<file path="config.mk">
export PLATFORM = sky130hd
export DESIGN_NAME = cam_sync_regen
export DESIGN_NICKNAME = d
export VERILOG_FILES = /design/src/rtl/cam_sync_regen.sv
export SDC_FILE = /design/constraint.sdc
export NUM_CORES = 1
export LEC_CHECK = 0
export CORE_MARGIN = 2
export CORE_UTILIZATION = 37
export CTS_CLUSTER_SIZE = 25
export DETAILED_ROUTE_END_ITERATION = 8
export RECOVER_POWER = 25
export SLEW_MARGIN = 40
export SYNTH_ARGS = -nofsm -noshare
export SYNTH_HDL_FRONTEND = slang
export SYNTH_SLANG_ARGS = --single-unit
</file>
<file path="constraint.sdc">
create_clock -name clk -period 4 [get_ports clk]
set_clock_uncertainty 0.05 [all_clocks]
set_input_delay 0.8 -clock clk [delete_from_list [all_inputs] [get_ports clk]]
set_output_delay 0.8 -clock clk [all_outputs]
set_load 0.01 [all_outputs]
</file>
<file path="src/rtl/cam_sync_regen.sv">
// Rebuilds hsync/vsync/de/x/y timing from a camera href/vsync pair.
// Vertical blanking lines are generated locally at the measured line period.
module cam_sync_regen #(
    parameter int H_ACT  = 1280,
    parameter int H_FP   = 220,
    parameter int H_SYNC = 100,
    parameter int V_ACT  = 720,
    parameter int V_FP   = 18,
    parameter int V_SYNC = 100,
    parameter bit HS_POL = 1'b1,
    parameter bit VS_POL = 1'b1,
    parameter int CW     = 12
) (
    input  logic          clk,
    input  logic          rst,
    input  logic          cam_href,
    input  logic          cam_vsync,
    output logic          hsync,
    output logic          vsync,
    output logic          de,
    output logic [CW-1:0] x,
    output logic [CW-1:0] y,
    output logic          locked,
    output logic          err
);

    typedef enum logic [2:0] {SEEK, WAIT, ACT, FP, SYNC, VBL} state_t;

    localparam logic [CW-1:0] LP_LMIN   = CW'(H_ACT + H_FP + H_SYNC);
    localparam logic [CW-1:0] LP_XLAST  = CW'(H_ACT - 1);
    localparam logic [CW-1:0] LP_FPLAST = CW'(H_FP - 1);
    localparam logic [CW-1:0] LP_HSLAST = CW'(H_SYNC - 1);
    localparam logic [CW-1:0] LP_HSYNC  = CW'(H_SYNC);
    localparam logic [CW-1:0] LP_VACT   = CW'(V_ACT);
    localparam logic [CW-1:0] LP_VSTART = CW'(V_ACT + V_FP);
    localparam logic [CW-1:0] LP_YLAST  = CW'(V_ACT + V_FP + V_SYNC - 1);

    state_t        r_state;
    logic          r_href, r_vs;
    logic [CW-1:0] r_x, r_y, r_cnt;
    logic [CW-1:0] r_hcnt, r_hper;
    logic          r_seen, r_hvld;
    logic          r_frame_ok, r_locked, r_err;

    logic          w_href_rise, w_href_fall, w_vs_rise;
    logic [CW-1:0] w_len, w_y_next;
    logic          w_hs_act, w_vs_act;

    assign w_href_rise = cam_href & ~r_href;
    assign w_href_fall = ~cam_href & r_href;
    assign w_vs_rise   = cam_vsync & ~r_vs;
    assign w_y_next    = r_y + 1'b1;
    // Lines shorter than the minimum (or not yet measured) are stretched to it.
    assign w_len       = (r_hvld && r_hper > LP_LMIN) ? r_hper : LP_LMIN;
    assign w_hs_act    = (r_state == SYNC) || (r_state == VBL && r_cnt >= w_len - LP_HSYNC);
    assign w_vs_act    = (r_state == VBL) && (r_y >= LP_VSTART);

    assign locked = r_locked;
    assign err    = r_err;

    // NOTE: all state uses non-blocking assignments so every branch reads pre-edge values.
    always_ff @(posedge clk) begin
        if (rst) begin
            r_state    <= SEEK;
            r_href     <= 1'b0;
            r_vs       <= 1'b0;
            r_x        <= '0;
            r_y        <= '0;
            r_cnt      <= '0;
            r_hcnt     <= '0;
            r_hper     <= '0;
            r_seen     <= 1'b0;
            r_hvld     <= 1'b0;
            r_frame_ok <= 1'b0;
            r_locked   <= 1'b0;
            r_err      <= 1'b0;
        end else begin
            r_href <= cam_href;
            r_vs   <= cam_vsync;
            r_err  <= 1'b0;

            if (w_href_rise) begin
                if (r_seen) begin
                    r_hper <= r_hcnt;
                    r_hvld <= 1'b1;
                end
                r_seen <= 1'b1;
                r_hcnt <= CW'(1);
            end else if (r_hcnt != '1) begin
                r_hcnt <= r_hcnt + 1'b1;
            end

            if (r_state == SEEK) begin
                if (w_vs_rise) begin
                    r_state    <= w_href_rise ? ACT : WAIT;
                    r_y        <= '0;
                    r_x        <= '0;
                    r_cnt      <= '0;
                    r_frame_ok <= 1'b1;
                end
            end else if (w_vs_rise) begin
                // A frame start resynchronises y; it is only legal at y=0 or in blanking.
                if (r_y != '0 && r_state != VBL) begin
                    r_err    <= 1'b1;
                    r_locked <= 1'b0;
                end
                r_state    <= w_href_rise ? ACT : WAIT;
                r_y        <= '0;
                r_x        <= '0;
                r_cnt      <= '0;
                r_frame_ok <= 1'b1;
            end else if (w_href_rise && r_state != WAIT) begin
                r_err      <= 1'b1;
                r_locked   <= 1'b0;
                r_frame_ok <= 1'b0;
                r_state    <= ACT;
                r_x        <= '0;
                r_cnt      <= '0;
                r_y        <= (r_state == VBL) ? '0 : w_y_next;
            end else begin
                case (r_state)
                    WAIT: begin
                        if (w_href_rise) begin
                            r_state <= ACT;
                            r_x     <= '0;
                        end
                    end
                    ACT: begin
                        if (w_href_fall && r_x < LP_XLAST) begin
                            r_err      <= 1'b1;
                            r_locked   <= 1'b0;
                            r_frame_ok <= 1'b0;
                        end
                        if (r_x == LP_XLAST) begin
                            r_state <= FP;
                            r_cnt   <= '0;
                        end else begin
                            r_x <= r_x + 1'b1;
                        end
                    end
                    FP: begin
                        if (r_cnt == LP_FPLAST) begin
                            r_state <= SYNC;
                            r_cnt   <= '0;
                        end else begin
                            r_cnt <= r_cnt + 1'b1;
                        end
                    end
                    SYNC: begin
                        if (r_cnt == LP_HSLAST) begin
                            r_cnt   <= '0;
                            r_y     <= w_y_next;
                            r_state <= (w_y_next < LP_VACT) ? WAIT : VBL;
                        end else begin
                            r_cnt <= r_cnt + 1'b1;
                        end
                    end
                    VBL: begin
                        if (r_cnt == w_len - 1'b1) begin
                            r_cnt <= '0;
                            if (r_y >= LP_YLAST) begin
                                r_state    <= WAIT;
                                r_y        <= '0;
                                r_locked   <= r_frame_ok;
                                r_frame_ok <= 1'b1;
                            end else begin
                                r_y <= w_y_next;
                            end
                        end else begin
                            r_cnt <= r_cnt + 1'b1;
                        end
                    end
                    default: r_state <= SEEK;
                endcase
            end
        end
    end

    // Output stage: registered copies of the FSM view, two cycles behind href_rise.
    always_ff @(posedge clk) begin
        if (rst) begin
            de    <= 1'b0;
            x     <= '0;
            y     <= '0;
            hsync <= ~HS_POL;
            vsync <= ~VS_POL;
        end else begin
            de    <= (r_state == ACT);
            x     <= (r_state == ACT) ? r_x : '0;
            y     <= r_y;
            hsync <= w_hs_act ? HS_POL : ~HS_POL;
            vsync <= w_vs_act ? VS_POL : ~VS_POL;
        end
    end

endmodule
</file>
# After elaboration in Yosys (flattened, before gate mapping)
# Index checks and enable logic that the tools add are counted.
# W data, S select, Z words.
[op_classes]
add_sub_neg = 6
magnitude_cmp = 6
n_eq_ne = 22
muxes = 60
bitwise_logic = 8
reduce_logical = 24
[ops]
columns = ["operator", "n"]
rows = [
  ["$mux W12", 21],
  ["$add A12 B1 Y12 const B", 4],
  ["$pmux W12 S2", 2],
  ["$pmux W12 S4", 1],
  ["$mux W3", 11],
  ["$ge A12 B10 Y1 const B", 2],
  ["$mux W1", 21],
  ["$ne A4 B4 Y1 const B", 5],
  ["$pmux W3 S5", 1],
  ["$eq A12 B11 Y1 const B", 1],
  ["$eq A12 B12 Y1", 1],
  ["$eq A12 B7 Y1 const B", 1],
  ["$eq A12 B8 Y1 const B", 1],
  ["$ge A12 B12 Y1", 1],
  ["$gt A12 B11 Y1 const B", 1],
  ["$lt A12 B10 Y1 const B", 1],
  ["$lt A12 B11 Y1 const B", 1],
  ["$ne A12 B12 Y1 const B", 1],
  ["$ne A4 B2 Y1 const B", 3],
  ["$reduce_bool A12 Y1", 1],
  ["$reduce_bool A4 Y1", 3],
  ["$sub A12 B1 Y12 const B", 1],
  ["$sub A12 B7 Y12 const B", 1],
  ["$reduce_and A4 Y1", 2],
  ["22 further kinds", 38],
]
[totals]
register_bits = 97
in_bits = 4
out_inout_bits = 29
elab_cells = 145

# Logic depth before layout (Yosys ltp)
# Gate-level depths: netlist of the first run.
[depth]
depth_word = 10
mapped_depth = 18
depth_no_buf = 16

# Worst setup path before layout of the first run
# No wires, ideal clock.
[synth_path]
path_type = "flip-flop to flip-flop"
start = "reg r_hper[8]"
end = "reg r_y[11]"
setup_ns = 0.117
arrival_time_ns = 3.805
setup_slack_ns = 0.029
path_stages_with_launch = 17
n_path_buf = 3
period_less_slack_ns = 3.971
path_cell_list = "dfxtp_1 -> clkbuf_1 -> or4_1 -> o31a_1 -> o21a_1 -> clkbuf_1 -> nand2_1 -> ha_1 -> nand4bb_1 -> o31a_1 -> or4b_1 -> a21boi_0 -> o2111a_2 -> a31o_2 -> buf_2 -> nand2_1 -> a22o_1"
[synth_between]
elab_chain_cells = 7
[synth_rtl]
columns = ["item", "line_no", "text"]
rows = [
  ["start, declared", "41", "logic [CW-1:0] r_hcnt, r_hper;"],
  ["start signal, assigned", "84", "r_hper <= r_hcnt;"],
  ["$gt A12 B11 Y1", "54", "assign w_len = (r_hvld && r_hper > LP_LMIN) ? r_hper : LP_LMIN;"],
  ["$logic_and A1 B1 Y1", "54", ""],
  ["$mux W12 *", "54", ""],
  ["$sub A12 B1 Y12 *", "159", "if (r_cnt == w_len - 1'b1) begin"],
  ["$eq A12 B12 Y1 *", "159", ""],
  ["$ne A4 B2 Y1 (no source line) *", "n/a", ""],
  ["$reduce_and A4 Y1 (no source line) *", "n/a", ""],
  ["end signal, assigned", "119", "r_y <= (r_state == VBL) ? '0 : w_y_next;"],
  ["end signal, assigned", "152", "r_y <= w_y_next;"],
  ["end signal, assigned", "167", "r_y <= w_y_next;"],
  ["end, declared", "40", "logic [CW-1:0] r_x, r_y, r_cnt;"],
]
# Mark *: on every way between the ends. The rest lies on a longest branch, timed or not.
# A chain may end at the register's enable or synchronous reset.

# Worst setup path in the final report of the first run
[layout_path]
start = "reg r_hper[0]"
end = "reg r_y[7]"
# The elaborated chain is that of the path after synthesis.

==> flow_metrics.py, run 1 <==
metrics = {
    "flow_run": {
        "max_cap_violations": 0,
    },
    "setup_path": {
        "cp_top_family": "compound AO/OA/AOI/OAI gates",
        "worst-r2r-setup-slack_ns": 0.22,
        "critPathMaxFanout": 10,
        "end_kind": "flip-flop",
        "path_class": "flip-flop to flip-flop",
        "cp_slowest_stage_delay_ns": 0.52,
        "path_cells": "or4_1, o31a_1, o21a_1, nand2_1, ha_1, nand4bb_1, o31a_1, or4b_1, a21boi_0, o2111a_2, a31o_2, buf_4, nand2_1, a22o_1",
        "critPathRequiredTime_ns": 4.19,
        "critical_path_arrival_ns": 3.97,
        "crit_buf_inv": 1,
        "cp_slowest_cell": "or4_1",
        "startpoint_type": "flip-flop",
    },
    "sta": {
        "fmax_mhz": 265,
        "report.final.hold_viol_count": 0,
        "final.setup.tns_ns": 0,
        "setup_violations": 0,
        "min_period_ns": 3.78,
        "rsz0062_at_grt": "no",
        "slew_viol_final": 0,
        "relSlewSlack_pct": 57.8,
        "setup_slack_ns": 0.221,
        "tightest_slew_ns": 0.624,
        "finalCritPeriodShare_pct": 94.5,
    },
    "route": {
        "wl_per_cell_microns": 14.6,
        "drtIter0Drc": 443,
        "vias": 5081,
        "ant_nets": 0,
        "drt_first_pass_iters": 8,
        "vias_per_cell": 5.60,
        "drc_errors": 0,
        "drt_wl_total_microns": 13200,
    },
    "final_layout": {
        "antennaDiodeCount": 0,
        "drive_above_1_share_pct": 8.15,
        "syn_to_final_growth_pct": 15.9,
        "nets": 746,
        "layout.cells.non_filler": 908,
    },
    "yosys": {
        "ys_top_cells_by_area": "dfxtp_1, nand2_1, ha_1, a21oi_1, nor2_1",
        "synth_seq_cells": 97,
        "synth_area_sq_mm": 0.00553,
        "synth_cell_type_count": 66,
        "synth-edff-count": 0,
        "synth_warnings": 0,
        "synth_ff_type": "dfxtp_1",
        "yosys.area.top_type": "dfxtp_1",
        "syn-num-nets": 724,
        "async_reset_ff_share_pct": 0,
        "synth.avg_cell_area_sq_um": 7.93,
        "yosysTopAreaCellShare_pct": 35.1,
        "synth_cells": 697,
        "synth_seq_area_share_pct": 35.1,
    },
    "power": {
        "power.density_mw_per_mm2": 339,
        "finalPower_uw": 2170,
        "cellLeakagePower_uw": 0.00242,
        "ir_worst_vdd_v": 0.000240,
    },
    "clocking": {
        "h-tree-depth": 3,
        "clock_latency_ns": 0.36,
        "path_clk_slew_ns": 0.07,
        "cts_tree": "done",
        "cts_buffers": 9,
        "cts.path.max_buffers": 2,
        "hold_buffers": 0,
        "cts_sinks": 97,
        "clockRootBuffer": "clkbuf_16",
    },
    "worst_hold_path": {
        "hold_class": "flip-flop to flip-flop",
    },
    "global_routing": {
        "grt.total_usage_pct": 17.1,
        "grt_pass1_wl_microns": 22700,
        "grt_pass1_vias": 4769,
        "antenna_found_initial": 0,
        "overflow": 0,
        "grt_max_degree": 49,
    },
    "floorplanning": {
        "initial_core_util_pct": 37.9,
        "die_h_microns": 126,
        "io_pins": 33,
        "rows": 44,
        "die_w_microns": 126,
        "core_area_sq_mm": 0.0146,
        "die_area_sq_mm": 0.0159,
    },
    "outcome": {
        "status": "finished, final reports clean",
    },
    "placement": {
        "detailed_place_hpwl_microns": 9600,
        "placed_cells": 890,
        "place_ws_ns": 0.0580,
        "port_buffers": 32,
        "gp_congestion": 0.911,
    },
}
## synthesized netlist by cell type (3+ instances only)
cell type and n:
a211oi_1 6, a21o_1 4, a21oi_1 44, a22o_1 10
a31oi_1 16, a32oi_1 3, and2_1 6, and3_1 24
buf_1 4, buf_2 3, clkbuf_1 38, dfxtp_1 97
ha_1 23, inv_1 20, mux2i_1 4, nand2_1 91
nand2b_1 9, nand3_1 28, nand3b_1 3, nand4_1 16
nor2_1 57, nor2b_1 24, nor3_1 23, nor4_1 9
nor4b_1 3, o2111ai_1 3, o211ai_1 4, o21a_1 5
o21ai_0 21, o21ai_1 5, o31a_1 5, or2_2 4
or3_1 5, or4_1 5, xnor2_1 15, xor2_1 18
## worst min-delay path, stage by stage (launching register included)
cell and delay, ns:
dfxtp_1 0.30, inv_1 0.08, a221oi_2 0.06
## metrics by stage
step	hold WS [ns]	instance area [sq um]	util, %
final	0.441	6410	43.9
after global routing	0.457	6410	43.9
after floorplan	0.395	5530	-
after global placement	0.414	6060	41.5
after detailed placement	0.425	6060	41.5
after CTS	0.436	6390	43.8
## placed cells by master (no fill, tap or decap), types with 16 or more instances in the layout
cell type,synthesis,layout
ha_1,23,23
xor2_1,18,18
inv_1,20,20
nor2b_1,24,24
a21oi_1,44,44
nand2_1,91,91
buf_4,0,25
dfxtp_1,97,97
o21ai_0,21,21
and3_1,24,23
clkdlybuf4s50_1,0,27
nand4_1,16,16
nor2_1,57,57
nor3_1,23,23
a31oi_1,16,16
nand3_1,28,28
## routing by layer
metal,global-route usage [%],routed length [microns]
met5,0,0
met4,5.43,185
met3,4.38,688
met2,27.7,6160
met1,22.3,6180
## timing repair
action / CTS / global route
gates resized for setup: 0 / 2
setup endpoints to repair: 0 / 11
setup buffers: 0 / 1
## worst paths after layout
kind,from,to,cells past startpoint
setup / recovery,r_hper[0]$_SDFFE_PP0P_,r_y[7]$_SDFFE_PP0P_,14
hold / removal,r_frame_ok$_SDFFE_PP0P_,r_frame_ok$_SDFFE_PP0P_,2
setup reg to reg,r_hper[0]$_SDFFE_PP0P_,r_y[7]$_SDFFE_PP0P_,14
hold reg to reg,r_frame_ok$_SDFFE_PP0P_,r_frame_ok$_SDFFE_PP0P_,2
## layout make-up
class                   instances  area [sq um]
well taps                     184           230
flip-flops and latches         97          1940
clock buffers                  12           256
clock inverters                 4          75.1
multi-input cells             533          3320
fillers                      1410          8180
inverters                      20          75.1
repair buffers                 58           507
## kinds of logic after synthesis
logic type | synth area share [%]
simple gates | 29.1
compound gates | 18.9
fa+ha+maj | 5.20
flops | 35.1
mux | 1.13
xor+xnor | 5.66
buf+inv | 4.89
## power breakdown
group / internal, uW / switching, uW / leakage (uW)
sequential: 981 / 23.1 / 0.000784
combinational: 82.7 / 147 / 0.00148
clock: 582 / 357 / 0.000155
## sequential cells by signal, summed over array words and instances (netlist names)
name and count:
r_cnt 12, locked 1, r_hper 12, de 1
err 1, r_hvld 1, hsync 1, r_y 12
r_seen 1, x 12, r_x 12, r_state 3
y 12, r_href 1, r_vs 1, vsync 1
r_hcnt 12, r_frame_ok 1
Note: power is estimated with default switching activity, not from simulation.
==> run 2: changes to the inputs <==
--- a/config.mk
+++ b/config.mk
@@ -9,6 +9,7 @@
 export CORE_UTILIZATION = 37
 export CTS_CLUSTER_SIZE = 25
 export DETAILED_ROUTE_END_ITERATION = 8
+export PLACE_DENSITY = 0.65
 export RECOVER_POWER = 25
 export SLEW_MARGIN = 40
 export SYNTH_ARGS = -nofsm -noshare
==> run 2 against run 1 <==
Net effect:
- final cell count up 0.22%
- cell area up 0.37%
- global-route usage up 0.79 points
- non-clock buffer count up 2
- fmax down 2.1%
- sequential share of layout area down 0.11 points
- total power down 0.40%
- combinational power about the same
- register-to-register slack worse by 0.08 ns
- flip-flop and latch count unchanged
- via count up 1.3%
- utilization up 0.16 points
==> flow_metrics.py, run 2 (synthesis results as in run 1) <==
metrics = {
    "global_routing": {
        "busiest_layer": "met2",
        "use_met2_pct": 28.2,
        "antenna_found_initial": 0,
        "grt_pass1_wl_microns": 23600,
        "overflow": 0,
        "grt_max_degree": 59,
        "grt.total_usage_pct": 17.9,
        "grt_pass1_vias": 4881,
        "use_met3_pct": 3.70,
        "met1_usage_pct": 24.0,
    },
    "power": {
        "ir_worst_vdd_v": 0.000190,
        "power.density_mw_per_mm2": 336,
        "cellLeakagePower_uw": 0.00242,
    },
    "floorplanning": {
        "initial_core_util_pct": 37.9,
        "die_w_microns": 126,
        "die_h_microns": 126,
        "core_area_sq_mm": 0.0146,
        "die_area_sq_mm": 0.0159,
        "io_pins": 33,
        "rows": 44,
    },
    "clocking": {
        "path_clk_slew_ns": 0.07,
        "h-tree-depth": 3,
        "clockRootBuffer": "clkbuf_16",
        "cts.path.max_buffers": 2,
        "hold_buffers": 0,
        "clock_latency_ns": 0.35,
        "cts_tree": "done",
        "cts_buffers": 9,
        "cts_sinks": 97,
    },
    "setup_path": {
        "path_class": "flip-flop to flip-flop",
        "regToRegEndpoint": "r_y[1]$_SDFFE_PP0P_",
        "r2r_cells": 14,
        "worstSetupStartpoint": "r_hper[0]$_SDFFE_PP0P_",
        "critPathRequiredTime_ns": 4.19,
        "critical_path_arrival_ns": 4.05,
        "critPathMaxFanout": 8,
        "end_kind": "flip-flop",
        "cp-endpoint": "r_y[1]$_SDFFE_PP0P_",
        "r2r_start": "r_hper[0]$_SDFFE_PP0P_",
        "startpoint_type": "flip-flop",
        "worst-r2r-setup-slack_ns": 0.14,
    },
    "placement": {
        "post_dp_cell_area_sq_mm": 0.00608,
        "gp_congestion": 0.946,
        "port_buffers": 32,
        "detailed_place_hpwl_microns": 9890,
        "place_ws_ns": -0.0699,
    },
    "final_layout": {
        "final_common_cell": "dfxtp_1",
        "antennaDiodeCount": 0,
        "final_cell_area_sq_mm": 0.00643,
        "multiInputGateArea_sq_mm": 0.00334,
        "drive_above_1_share_pct": 8.95,
        "nFillCells": 1404,
        "final_cell_mix": "dfxtp_1, nand2_1, nor2_1, a21oi_1, clkdlybuf4s50_1",
        "regArea_sq_mm": 0.00194,
        "fin_util_pct": 44.1,
        "syn_to_final_growth_pct": 16.3,
        "nets": 748,
    },
    "route": {
        "wl_per_cell_microns": 15.2,
        "vias_per_cell": 5.66,
        "drt_wl_total_microns": 13800,
        "ant_nets": 0,
        "drtIter0Drc": 306,
        "drc_errors": 0,
        "drt_first_pass_iters": 5,
        "vias": 5149,
    },
    "worst_hold_path": {
        "hold_depth": 2,
        "hold_class": "flip-flop to flip-flop",
    },
    "sta": {
        "final.setup.tns_ns": 0,
        "finalCritPeriodShare_pct": 96.5,
        "setup_slack_ns": 0.141,
        "slew_viol_final": 0,
        "relSlewSlack_pct": 50.9,
        "report.final.hold_viol_count": 0,
        "tightest_slew_ns": 0.729,
        "fmax_mhz": 259,
        "min_period_ns": 3.86,
        "setup_violations": 0,
    },
    "outcome": {
        "status": "finished, final reports clean",
    },
    "flow_run": {
        "max_cap_violations": 0,
    },
}
## run 2: changes by cell type in the layout (fill, tap and decap cells not counted), moves of 2 or more
cell             previous run  this run
dlygate4sd3_1               4         1
clkbuf_8                    2         0
ha_1                       23        21
ha_2                        0         2
clkdlybuf4s50_1            27        30
clkinv_2                    0         2
## run 2: how the worst min path moves through the flow
stage                       startpoint                       to  slack (ns)
3_3_place_gp   r_frame_ok$_SDFFE_PP0P_  r_frame_ok$_SDFFE_PP0P_        0.41
2_1_floorplan   r_hcnt[8]$_SDFFE_PP0P_   r_hper[8]$_SDFFE_PP0P_        0.39
6_report           r_seen$_SDFFE_PP0P_      r_seen$_SDFFE_PP0P_        0.44
4_1_cts        r_frame_ok$_SDFFE_PP0P_  r_frame_ok$_SDFFE_PP0P_        0.43
5_1_grt         r_hcnt[8]$_SDFFE_PP0P_   r_hper[8]$_SDFFE_PP0P_        0.47
3_5_place_dp   r_frame_ok$_SDFFE_PP0P_  r_frame_ok$_SDFFE_PP0P_        0.42
## run 2: power by group
part	internal [uW]	switching (uW)
clock	548	383
sequential	980	23.2
combinational	83.0	146
total	1610	552
## run 2: area by class of cell
cell class	instances	area share, %
Tap cell	184	3.58
Timing Repair Buffer	60	8.11
Sequential cell	97	30.2
Inverter	20	1.17
Clock buffer	9	3.50
Multi-Input combinational cell	533	52.0
Clock inverter	7	1.46
## run 2: metrics by stage
step	power, uW	hold slack, ns	std cells
after floorplan	1190	0.395	697
after global placement	1250	0.414	892
after detailed placement	1250	0.420	892
after CTS	2180	0.431	908
after global routing	2250	0.467	910
final	2160	0.440	910
## run 2: metal layers
| layer | wire, microns | share of wire, % | vias to the layer above |
|---|---|---|---|
| met3 | 608 | 4.4 | 22 |
| met2 | 6380 | 46 | 108 |
| met1 | 6550 | 47 | 2479 |
| met4 | 262 | 1.9 | 0 |
| met5 | 0 | 0 | - |
| li1 | - | - | 2540 |
## run 2: worst max-delay path, stage by stage, from the launching register on
cell and delay, ns:
dfxtp_1 0.31, or4_1 0.51, o31a_1 0.26, o21a_2 0.26, nand2_1 0.11, ha_2 0.19
nand4bb_1 0.14, o31a_1 0.29, or4b_1 0.53, a21boi_1 0.17, o2111a_2 0.28, a31o_4 0.19
buf_4 0.13, nand2_1 0.07, mux2_2 0.27
## run 2: timing repair
action / in CTS / in global routing
setup endpoints to repair: 11 / 27
resized for setup: 1 / 8
setup buffers: 0 / 1
hold endpoints to repair: 0 / 0
